**config.mk**
```make
export PLATFORM = sky130hd
export DESIGN_NAME = uart_tx_framer
export DESIGN_NICKNAME = d
export VERILOG_FILES = /design/src/rtl/uart_pkg.sv /design/src/rtl/uart_tx_fifo.sv /design/src/rtl/uart_tx_framer.sv
export SDC_FILE = /design/constraint.sdc
export NUM_CORES = 1
export LEC_CHECK = 0
export ABC_AREA = 1
export CORE_MARGIN = 2
export CORE_UTILIZATION = 49
export DETAILED_ROUTE_END_ITERATION = 8
export GPL_TIMING_DRIVEN = 0
export PLACE_DENSITY = 0.74
export SLEW_MARGIN = 25
export SYNTH_ARGS = -nofsm -noshare
export SYNTH_HDL_FRONTEND = slang
export SYNTH_HIERARCHICAL = 1
export SYNTH_SLANG_ARGS = --single-unit
```
**constraint.sdc**
```tcl
create_clock -name clk -period 1.6 [get_ports clk]
set_input_delay 0.4 -clock clk [delete_from_list [all_inputs] [get_ports clk]]
set_output_delay 0.4 -clock clk [all_outputs]
set_load 0.01 [all_outputs]
```
**src/rtl/uart_pkg.sv**
```systemverilog
// uart_pkg: shared types and helpers for the UART transmit path.
// Holds the parity mode enum, the transmitter FSM state enum, the
// bit-period calculation and the parity helper used by uart_tx_framer.
package uart_pkg;

    // Parity modes, encoded to match the PARITY integer parameter.
    typedef enum logic [1:0] {
        PAR_NONE = 2'd0,
        PAR_EVEN = 2'd1,
        PAR_ODD  = 2'd2
    } parity_e;

    // Transmitter FSM states, in line order.
    typedef enum logic [2:0] {
        IDLE  = 3'd0,
        START = 3'd1,
        DATA  = 3'd2,
        PAR   = 3'd3,
        STOP  = 3'd4
    } tx_state_e;

    // Number of clk cycles per line bit. Clamped to 1 so that a nonsensical
    // CLK_FREQ < BAUD_RATE pairing still elaborates to a usable counter.
    function automatic int calc_clks_per_bit(input int clk_freq, input int baud_rate);
        int cpb;
        cpb = clk_freq / baud_rate;
        if (cpb < 1) begin
            cpb = 1;
        end
        return cpb;
    endfunction

    // Parity bit for up to 9 payload bits; unused upper bits must be zero.
    // Even parity is the XOR of the data bits, odd parity its inverse.
    function automatic logic calc_parity(input logic [8:0] data, input parity_e mode);
        logic p;
        p = ^data;
        return (mode == PAR_ODD) ? ~p : p;
    endfunction

endpackage

```
**src/rtl/uart_tx_fifo.sv**
```systemverilog
// uart_tx_fifo: small synchronous FIFO placed in front of the framer.
// The write side handshake (wr_ready) is a register so the upstream
// ready never depends combinationally on the framer popping a word.
// Read data is show-ahead: rd_data always presents the oldest entry.
module uart_tx_fifo #(
    parameter int WIDTH = 8,
    parameter int DEPTH = 4
) (
    input  logic                           clk,
    input  logic                           rst,
    input  logic [WIDTH-1:0]               wr_data,
    input  logic                           wr_valid,
    output logic                           wr_ready,
    input  logic                           rd_en,
    output logic [WIDTH-1:0]               rd_data,
    output logic                           rd_empty,
    output logic [$clog2(DEPTH+1)-1:0]     level
);

    localparam int AW = (DEPTH > 1) ? $clog2(DEPTH) : 1;
    localparam int LW = $clog2(DEPTH + 1);

    logic [WIDTH-1:0] mem [DEPTH];
    logic [AW-1:0]    wr_ptr_reg;
    logic [AW-1:0]    rd_ptr_reg;
    logic [LW-1:0]    count_reg;
    logic [LW-1:0]    count_next;
    logic             ready_reg;
    logic             push;
    logic             pop;

    // A push is only possible while not full, so push-when-full cannot occur.
    assign push = wr_valid && ready_reg;
    assign pop  = rd_en && (count_reg != '0);

    // Occupancy update; simultaneous push and pop leaves the count unchanged.
    always_comb begin
        count_next = count_reg;
        case ({push, pop})
            2'b10:   count_next = count_reg + LW'(1);
            2'b01:   count_next = count_reg - LW'(1);
            default: count_next = count_reg;
        endcase
    end

    // Storage array; left unreset so it can map onto RAM resources.
    always_ff @(posedge clk) begin
        if (push) begin
            mem[wr_ptr_reg] <= wr_data;
        end
    end

    // Pointers, occupancy and the registered not-full flag.
    always_ff @(posedge clk) begin
        if (rst) begin
            wr_ptr_reg <= '0;
            rd_ptr_reg <= '0;
            count_reg  <= '0;
            ready_reg  <= 1'b0;
        end else begin
            if (push) begin
                wr_ptr_reg <= wr_ptr_reg + AW'(1);
            end
            if (pop) begin
                rd_ptr_reg <= rd_ptr_reg + AW'(1);
            end
            count_reg <= count_next;
            ready_reg <= (count_next != LW'(DEPTH));
        end
    end

    assign wr_ready = ready_reg;
    assign rd_data  = mem[rd_ptr_reg];
    assign rd_empty = (count_reg == '0);
    assign level    = count_reg;

endmodule

```
**src/rtl/uart_tx_framer.sv**
```systemverilog
// uart_tx_framer: UART transmitter. Frames each accepted payload as
// start bit, DATA_WIDTH data bits LSB first, optional parity bit and
// STOP_BITS stop bits, each lasting CLK_FREQ/BAUD_RATE clk cycles.
// A new frame may launch in the last cycle of the previous stop bit,
// giving gap-free back-to-back frames.
// Build option: define UART_TX_FIFO_EN to insert a FIFO_DEPTH-entry
// uart_tx_fifo in front of the framer (fifo_level then reports its
// occupancy; otherwise fifo_level is constant zero).
module uart_tx_framer
    import uart_pkg::*;
#(
    parameter int DATA_WIDTH = 8,
    parameter int CLK_FREQ   = 100_000_000,
    parameter int BAUD_RATE  = 115200,
    parameter int PARITY     = 0,
    parameter int STOP_BITS  = 1,
    parameter int FIFO_DEPTH = 4
) (
    input  logic                              clk,
    input  logic                              rst,
    input  logic [DATA_WIDTH-1:0]             s_data,
    input  logic                              s_valid,
    output logic                              s_ready,
    output logic                              tx,
    output logic                              busy,
    output logic [$clog2(FIFO_DEPTH+1)-1:0]   fifo_level
);

    localparam int      CPB      = calc_clks_per_bit(CLK_FREQ, BAUD_RATE);
    localparam int      CNT_W    = (CPB > 1) ? $clog2(CPB) : 1;
    localparam int      IDX_W    = $clog2(DATA_WIDTH);
    localparam parity_e PAR_MODE = (PARITY == 1) ? PAR_EVEN :
                                   (PARITY == 2) ? PAR_ODD  : PAR_NONE;
    localparam bit      HAS_PAR  = (PAR_MODE != PAR_NONE);

    tx_state_e             state_reg;
    logic [CNT_W-1:0]      cnt_reg;
    logic [IDX_W-1:0]      idx_reg;
    logic [DATA_WIDTH-1:0] shift_reg;
    logic                  par_reg;
    logic                  tx_reg;
    logic                  busy_reg;
    logic                  run_reg;

    logic                  bit_done;
    logic                  last_stop;
    logic                  frame_ready;
    logic                  launch_valid;
    logic [DATA_WIDTH-1:0] launch_data;
    logic                  launch;

    // End of the current line bit, and the very last cycle of the frame.
    assign bit_done  = (cnt_reg == CNT_W'(CPB - 1));
    assign last_stop = (state_reg == STOP) && bit_done &&
                       (idx_reg == IDX_W'(STOP_BITS - 1));

    // run_reg holds the framer off for the cycle after reset so that all
    // handshake outputs read as "not ready" while rst is applied.
    assign frame_ready = run_reg && ((state_reg == IDLE) || last_stop);
    assign launch      = frame_ready && launch_valid;

`ifdef UART_TX_FIFO_EN
    logic fifo_empty;

    uart_tx_fifo #(
        .WIDTH (DATA_WIDTH),
        .DEPTH (FIFO_DEPTH)
    ) u_fifo (
        .clk      (clk),
        .rst      (rst),
        .wr_data  (s_data),
        .wr_valid (s_valid),
        .wr_ready (s_ready),
        .rd_en    (launch),
        .rd_data  (launch_data),
        .rd_empty (fifo_empty),
        .level    (fifo_level)
    );

    assign launch_valid = !fifo_empty;
`else
    // Direct path: the framer itself is the only storage.
    assign s_ready      = frame_ready;
    assign launch_valid = s_valid;
    assign launch_data  = s_data;
    assign fifo_level   = '0;
`endif

    // Frame sequencer: walks START/DATA/PAR/STOP and drives the registered line.
    always_ff @(posedge clk) begin
        if (rst) begin
            state_reg <= IDLE;
            cnt_reg   <= '0;
            idx_reg   <= '0;
            shift_reg <= '0;
            par_reg   <= 1'b0;
            tx_reg    <= 1'b1;
            busy_reg  <= 1'b0;
            run_reg   <= 1'b0;
        end else begin
            run_reg <= 1'b1;
            if (launch) begin
                // Start bit goes on the line the cycle after the launch.
                state_reg <= START;
                cnt_reg   <= '0;
                idx_reg   <= '0;
                shift_reg <= launch_data;
                par_reg   <= calc_parity(9'(launch_data), PAR_MODE);
                tx_reg    <= 1'b0;
                busy_reg  <= 1'b1;
            end else begin
                case (state_reg)
                    IDLE: begin
                        tx_reg   <= 1'b1;
                        busy_reg <= 1'b0;
                    end
                    START: begin
                        if (bit_done) begin
                            cnt_reg   <= '0;
                            idx_reg   <= '0;
                            state_reg <= DATA;
                            tx_reg    <= shift_reg[0];
                            shift_reg <= shift_reg >> 1;
                        end else begin
                            cnt_reg <= cnt_reg + CNT_W'(1);
                        end
                    end
                    DATA: begin
                        if (bit_done) begin
                            cnt_reg <= '0;
                            if (idx_reg == IDX_W'(DATA_WIDTH - 1)) begin
                                idx_reg <= '0;
                                if (HAS_PAR) begin
                                    state_reg <= PAR;
                                    tx_reg    <= par_reg;
                                end else begin
                                    state_reg <= STOP;
                                    tx_reg    <= 1'b1;
                                end
                            end else begin
                                idx_reg   <= idx_reg + IDX_W'(1);
                                tx_reg    <= shift_reg[0];
                                shift_reg <= shift_reg >> 1;
                            end
                        end else begin
                            cnt_reg <= cnt_reg + CNT_W'(1);
                        end
                    end
                    PAR: begin
                        if (bit_done) begin
                            cnt_reg   <= '0;
                            idx_reg   <= '0;
                            state_reg <= STOP;
                            tx_reg    <= 1'b1;
                        end else begin
                            cnt_reg <= cnt_reg + CNT_W'(1);
                        end
                    end
                    STOP: begin
                        if (bit_done) begin
                            cnt_reg <= '0;
                            if (idx_reg == IDX_W'(STOP_BITS - 1)) begin
                                idx_reg   <= '0;
                                state_reg <= IDLE;
                                busy_reg  <= 1'b0;
                            end else begin
                                idx_reg <= idx_reg + IDX_W'(1);
                            end
                            tx_reg <= 1'b1;
                        end else begin
                            cnt_reg <= cnt_reg + CNT_W'(1);
                        end
                    end
                    default: begin
                        state_reg <= IDLE;
                        tx_reg    <= 1'b1;
                        busy_reg  <= 1'b0;
                    end
                endcase
            end
        end
    end

    assign tx   = tx_reg;
    assign busy = busy_reg;

endmodule

```
==> flow_metrics.py, run 1 <==
metrics = {
    "run_status": {
        "outcome": "finished with violations",
        "violations": "setup timing",
    },
    "power_and_ir_drop": {
        "p_leak_nw": 0.948,
        "p_int_w": 0.00103,
        "p_sw_share_pct": 33.6,
        "pwr-share-seq_pct": 47.6,
        "power.density_mw_per_mm2": 720,
        "switchingPower_w": 0.000522,
        "pwr-share-comb_pct": 32.0,
        "peakVddDrop_uv": 694,
        "clockPowerShare_pct": 20.4,
    },
    "die": {
        "dieWidth_microns": 57.6,
        "die_h_microns": 57.6,
        "dieArea_sq_mm": 0.00332,
        "rows": 19,
        "ios": 17,
        "coreArea_sq_mm": 0.00273,
        "start_util_pct": 51.6,
    },
    "synthesis": {
        "synth_ff_type": "dfxtp_1",
        "syn_avg_cell_area_sq_um": 6.85,
        "synthDistinctLibCells": 30,
        "yosys-top-cells-area": "dfxtp_1 38%, nand2_1 13%, nor2_1 8.0%",
        "synth_area_leader_cell": "dfxtp_1",
        "synth_common_cells": "47 x nand2_1, 30 x nor2_1, 27 x dfxtp_1",
        "synth.top_cell.area_share_pct": 38.3,
        "synth_edf_count": 0,
        "synth-seq-cells": 27,
        "synth_most_common_cell": "nand2_1",
        "synth_area_sq_mm": 0.00141,
        "synth-seq-area-share_pct": 38.3,
        "ys_async_sr_fraction_pct": 0,
        "synthCells": 206,
        "ys_warn_count": 6,
    },
    "sta": {
        "fin_setup_tns_ns": -3.81,
        "final_max_slew_viol_count": 0,
        "setup_slack_ns": -0.304,
        "fin_crit_sh_pct": 119,
        "finClkSkew_ns": 0.00662,
        "finalHoldViolCount": 0,
        "final-setup-viol-count": 27,
        "clock.fmax_mhz": 525,
        "min_period_ns": 1.90,
        "rsz0062_at_grt": "yes",
    },
    "routing": {
        "vias": 1479,
        "viasPerCell": 5.28,
        "drc": 0,
        "wl_per_cell_microns": 14.1,
        "drtIter0Drc": 34,
        "routed_wl_microns": 3960,
        "detail_route.first_pass.iterations": 4,
        "ant_nets": 0,
    },
    "clock_network": {
        "cts_buffers": 3,
        "clkSlewWorstSetupHoldPaths_ns": 0.16,
        "insertion_delay_ns": 0.34,
        "h-tree-depth": 1,
        "cts_buffer_depth": 2,
        "cts_hold_buf": 0,
        "cts_tree": "yes",
        "cts.sinks": 27,
        "cts-root-buf": "clkbuf_4",
    },
    "critical_path": {
        "crit_buf_inv": 6,
        "cp.arrival_ns": 2.18,
        "cp_common_cell": "buf_4",
        "r2r_slack_ns": -0.30,
        "max_stage_delay_ns": 0.38,
        "path_class": "reg -> reg",
        "r2r-start": "cnt_reg[1]$_SDFFE_PP0P_",
        "reg2reg_to": "state_reg[2]$_SDFFE_PP0P_",
        "crit_slowest_cell": "dfxtp_2",
        "crit_path_end_kind": "flip-flop",
        "critPathLaunchType": "flip-flop",
        "setup.worst_path.start": "cnt_reg[1]$_SDFFE_PP0P_",
        "critPathTopFamily": "buffers and inverters",
        "cp.required_ns": 1.87,
        "path_max_fanout": 4,
        "path_cells": "ha_4 > nand3_4 > nor2_4 > buf_4 > buf_6 > buf_4 > buf_4 > buf_4 > nand2_2 > nand2_4 > nand3_2 > inv_2 > nand4_1 > a21oi_1",
        "ff2ff_path_depth": 14,
    },
    "placed_design": {
        "io_buffers": 13,
        "place_congestion": 0.760,
        "pre_cts_slack_ns": -0.527,
        "dp_hpwl_microns": 2020,
    },
    "hold_path": {
        "hold_class": "reg -> reg",
        "worstHoldStart": "shift_reg[7]$_SDFFE_PP0P_",
        "whs_endpoint": "shift_reg[7]$_SDFFE_PP0P_",
        "hold_depth": 2,
    },
    "finish": {
        "syn2layout_area_growth_pct": 53.2,
        "nets": 265,
        "largest_reg_flops": 10,
        "drive_gt1_share_pct": 42.6,
        "diodes": 0,
        "fin_util_pct": 79.0,
    },
    "grt": {
        "antenna_found_initial": 0,
        "grt_pass1_wl_microns": 5550,
        "grt_max_degree": 15,
        "grt_pass1_vias": 1332,
        "grt.total_usage_pct": 21.7,
        "grt-ovfl-total": 0,
    },
    "flow_run": {
        "max_cap_viol_count": 0,
    },
}
==> worst max path at each step <==
| stage | endpoint | slack, ns | cells past startpoint |
|---|---|---|---|
| floorplan | shift_reg[0]$_SDFFE_PP0P_ | 0.1 | 11 |
| global placement | s_ready | -0.49 | 7 |
| detailed placement | s_ready | -0.53 | 7 |
| CTS | s_ready | -0.22 | 7 |
| global route | cnt_reg[0]$_SDFFE_PP0P_ | -0.35 | 12 |
| finish | state_reg[2]$_SDFFE_PP0P_ | -0.30 | 14 |
==> stage by stage <==
| step | power (W) | std cells | area [sq um] | hold WS, ns |
|---|---|---|---|---|
| final | 0.00156 | 280 | 2160 | 0.490 |
| after global routing | 0.00162 | 280 | 2160 | 0.518 |
| after CTS | 0.00142 | 275 | 1900 | 0.480 |
| after floorplan | 0.000943 | 208 | 1420 | 0.447 |
| after global placement | 0.00103 | 252 | 1590 | 0.453 |
| after detailed placement | 0.00103 | 252 | 1590 | 0.466 |
==> power by group through the flow <==
| stage | logic (W) | clock network (W) | registers, W |
|---|---|---|---|
| floorplan | 0.000195 | 0 | 0.000748 |
| global placement | 0.000282 | 0 | 0.000750 |
| detailed placement | 0.000281 | 0 | 0.000751 |
| CTS | 0.000380 | 0.000310 | 0.000733 |
| global route | 0.000534 | 0.000346 | 0.000745 |
| finish | 0.000498 | 0.000318 | 0.000741 |
==> timing repair <==
item / CTS / global route
setup buffers: 19 / 6
pin swaps: 10 / 10
cloned: 1 / 1
endpoints found under the setup margin: 26 / 27
endpoints found under the hold margin: 0 / 0
resized for setup: 59 / 52
==> tightest hold or removal path, cell delays in order, from the launching register on <==
cell	delay, ns
dfxtp_1	0.34
nand3_1	0.07
a21oi_1	0.05
==> per-layer routing <==
metal  wire length, microns  part of all wire (%)  track usage (%)
met3                    100                   2.5             2.23
met2                   2180                    55             39.9
met4                    173                   4.4             11.3
met5                      0                     0                0
met1                   1510                    38             24.4
==> cells in the final DEF (no fill, tap or decap), types with 2 or more instances in the layout <==
cell type,count
nand4_1,4
dfxtp_1,15
nand2_2,7
nor2_4,7
nand2_4,6
clkbuf_4,3
o21ai_0,4
inv_1,19
buf_6,8
nand3_2,7
o21ai_1,2
inv_2,5
nor2_1,21
o21ai_2,3
nor3_2,3
dfxtp_4,3
a21oi_2,2
dlygate4sd2_1,2
nand3_4,2
inv_4,2
nor2_2,5
clkdlybuf4s50_1,10
buf_4,21
dfxtp_2,9
nand2_1,36
a21oi_1,9
nand3_1,10
nand2_8,3
ha_4,3
conb_1,3
==> cell families after synthesis <==
family          after synthesis  share of synthesized area (%)
compound gates               23                           8.61
other cells                   1                          0.266
xor+xnor                      2                           1.24
simple gates                117                           38.3
buf+inv                      32                           9.67
fa+ha+maj                     4                           3.55
flops                        27                           38.3
==> cell type report <==
| cell class | instances | area (sq um) |
|---|---|---|
| buffer | 5 | 45.0 |
| clock buffer | 4 | 26.3 |
| fill | 174 | 573 |
| inverter | 27 | 114 |
| multi-input combinational | 149 | 1030 |
| sequential | 27 | 563 |
| tap | 31 | 38.8 |
| timing repair buffer | 37 | 340 |
(Power assumes the default switching activity.)
==> run 2, diff against run 1 <==
--- a/config.mk
+++ b/config.mk
@@ -11,7 +11,6 @@
 export DETAILED_ROUTE_END_ITERATION = 8
 export GPL_TIMING_DRIVEN = 0
 export PLACE_DENSITY = 0.74
-export SLEW_MARGIN = 25
 export SYNTH_ARGS = -nofsm -noshare
 export SYNTH_HDL_FRONTEND = slang
 export SYNTH_HIERARCHICAL = 1
==> results of run 2 <==
The final DEF is identical to that of run 1; final timing and power are the same.
==> run 3, diff against run 2 <==
--- a/config.mk
+++ b/config.mk
@@ -10,7 +10,7 @@
 export CORE_UTILIZATION = 49
 export DETAILED_ROUTE_END_ITERATION = 8
 export GPL_TIMING_DRIVEN = 0
-export PLACE_DENSITY = 0.74
+export PLACE_DENSITY = 0.83
 export SYNTH_ARGS = -nofsm -noshare
 export SYNTH_HDL_FRONTEND = slang
 export SYNTH_HIERARCHICAL = 1
==> flow_metrics.py, run 3 (synthesis results as in run 1) <==
metrics = {
    "run_status": {
        "outcome": "finished with violations",
        "violations": "setup timing",
    },
    "grt": {
        "antenna_found_initial": 0,
        "grt_pass1_vias": 1410,
        "grt_max_degree": 16,
        "grt_use_met1_pct": 26.7,
        "grt-ovfl-total": 0,
        "grt.total_usage_pct": 22.8,
        "top_usage_layer": "met2",
        "gr-usage-met3_pct": 2.68,
        "use_met2_pct": 41.6,
        "grt_pass1_wl_microns": 5960,
    },
    "sta": {
        "finalHoldViolCount": 0,
        "final_max_slew_viol_count": 0,
        "setup_slack_ns": -0.351,
        "final-setup-viol-count": 27,
        "clock.fmax_mhz": 513,
        "finClkSkew_ns": 0.0143,
        "fin_crit_sh_pct": 122,
        "min_period_ns": 1.95,
        "rsz0062_at_grt": "yes",
    },
    "hold_path": {
        "hold_class": "reg -> reg",
        "hold_depth": 2,
        "whs_endpoint": "shift_reg[3]$_SDFFE_PP0P_",
        "worstHoldStart": "shift_reg[4]$_SDFFE_PP0P_",
    },
    "critical_path": {
        "cp.arrival_ns": 2.24,
        "path_class": "reg -> reg",
        "crit_path_end_kind": "flip-flop",
        "critPathLaunchType": "flip-flop",
        "ff2ff_path_depth": 15,
        "cp.required_ns": 1.89,
        "path_cells": "ha_4 > nand3_4 > nor2_4 > buf_4 > buf_6 > buf_6 > buf_6 > buf_6 > buf_6 > nand2_2 > nand2_4 > buf_4 > nand3_1 > o21ai_1 > o21ai_1",
        "path_max_fanout": 4,
        "cp_common_cell": "buf_6",
        "r2r_slack_ns": -0.35,
        "reg2reg_to": "tx$_SDFFE_PP1P_",
        "max_stage_delay_ns": 0.38,
        "r2r-start": "cnt_reg[0]$_SDFFE_PP0P_",
        "crit_slowest_cell": "dfxtp_2",
    },
    "finish": {
        "nets": 266,
        "regArea_sq_um": 554,
        "layout_common_cells": "38 x nand2_1, 23 x nor2_1, 19 x inv_1",
        "diodes": 0,
        "multi_input_area_sq_um": 967,
        "syn2layout_area_growth_pct": 49.5,
        "fillers": 183,
        "drive_gt1_share_pct": 38.4,
        "final_area_sq_mm": 0.00211,
        "layout_commonest_cell": "nand2_1",
        "largest_reg_flops": 10,
    },
    "placed_design": {
        "pre_cts_slack_ns": -0.501,
        "postPlaceCellArea_sq_mm": 0.00159,
        "place_congestion": 0.817,
        "dp_hpwl_microns": 2060,
        "io_buffers": 13,
    },
    "routing": {
        "vias": 1500,
        "drc": 0,
        "drtIter0Drc": 58,
        "detail_route.first_pass.iterations": 4,
        "wl_per_cell_microns": 15.2,
        "routed_wl_microns": 4260,
        "viasPerCell": 5.34,
        "ant_nets": 0,
    },
    "flow_run": {
        "max_cap_viol_count": 0,
    },
    "power_and_ir_drop": {
        "power.density_mw_per_mm2": 743,
        "peakVddDrop_uv": 601,
        "p_leak_nw": 0.952,
    },
    "clock_network": {
        "cts_buffer_depth": 2,
        "cts_buffers": 3,
        "cts_hold_buf": 0,
        "cts_tree": "yes",
        "clkSlewWorstSetupHoldPaths_ns": 0.16,
        "h-tree-depth": 1,
        "cts-root-buf": "clkbuf_4",
        "cts.sinks": 27,
        "insertion_delay_ns": 0.35,
    },
    "die": {
        "dieArea_sq_mm": 0.00332,
        "start_util_pct": 51.6,
        "die_h_microns": 57.6,
        "ios": 17,
        "coreArea_sq_mm": 0.00273,
        "rows": 19,
        "dieWidth_microns": 57.6,
    },
}
## run 3: cell count changes in the layout (fill, tap and decap cells not counted), sizes merged
| cell | before | now |
|---|---|---|
| clkinv | 0 | 1 |
## run 3: repair_timing
item	4_1_cts	5_1_grt
endpoints found under the hold margin	0	0
gates resized for setup	61	31
endpoints found under the setup margin	24	27
gates cloned	1	1
buffers inserted	25	3
pin swaps	12	7
## run 3: worst max-delay path, delay by kind of cell (launching register included)
family	cells	cell delay (ns)
buf+inv	7	0.77
flops	1	0.38
simple gates	5	0.34
compound gates	2	0.21
fa+ha+maj	1	0.18
## run 3: layout make-up
cell class / count / area share [%]
multi-input cells: 149 / 45.9
flip-flops and latches: 27 / 26.3
repair buffers: 38 / 17.3
inverters: 27 / 5.04
plain buffers: 5 / 2.31
well taps: 31 / 1.84
clock buffers: 3 / 1.07
clock inverters: 1 / 0.237
## run 3: through the flow
| stage | util [%] | hold slack [ns] | power [W] | setup TNS [ns] | cells |
|---|---|---|---|---|---|
| final | 77.1 | 0.488 | 0.00157 | -6.47 | 281 |
| after global routing | 77.1 | 0.505 | 0.00164 | -8.85 | 281 |
| after CTS | 70.8 | 0.479 | 0.00143 | -0.888 | 277 |
| after detailed placement | 58.0 | 0.459 | 0.00103 | -3.12 | 252 |
| after global placement | 58.0 | 0.453 | 0.00103 | -3.23 | 252 |
| after floorplan | - | 0.447 | 0.000943 | 0 | 208 |
## run 3: routing by layer
metal	up-vias	wire (microns)
met5	-	0
met4	0	163
met3	15	140
met2	47	2320
met1	696	1640
li1	742	-
## run 3: how the worst max path moves through the flow
stage                                  from                   endpoint  slack (ns)
detailed placement  cnt_reg[0]$_SDFFE_PP0P_                    s_ready       -0.50
CTS                 cnt_reg[1]$_SDFFE_PP0P_                    s_ready       -0.24
global placement    cnt_reg[0]$_SDFFE_PP0P_                    s_ready       -0.48
floorplan           cnt_reg[0]$_SDFFE_PP0P_  shift_reg[0]$_SDFFE_PP0P_         0.1
global route        cnt_reg[3]$_SDFFE_PP0P_  shift_reg[6]$_SDFFE_PP0P_       -0.44
finish              cnt_reg[0]$_SDFFE_PP0P_            tx$_SDFFE_PP1P_       -0.35
## run 3: where the power goes
part           leakage [nW]  total (W)  internal [W]  switching, W
Clock                0.0177   0.000313     0.0000943      0.000219
Sequential            0.224   0.000747      0.000710     0.0000376
Combinational         0.711   0.000506      0.000232      0.000274
Total                 0.952    0.00157       0.00104      0.000530
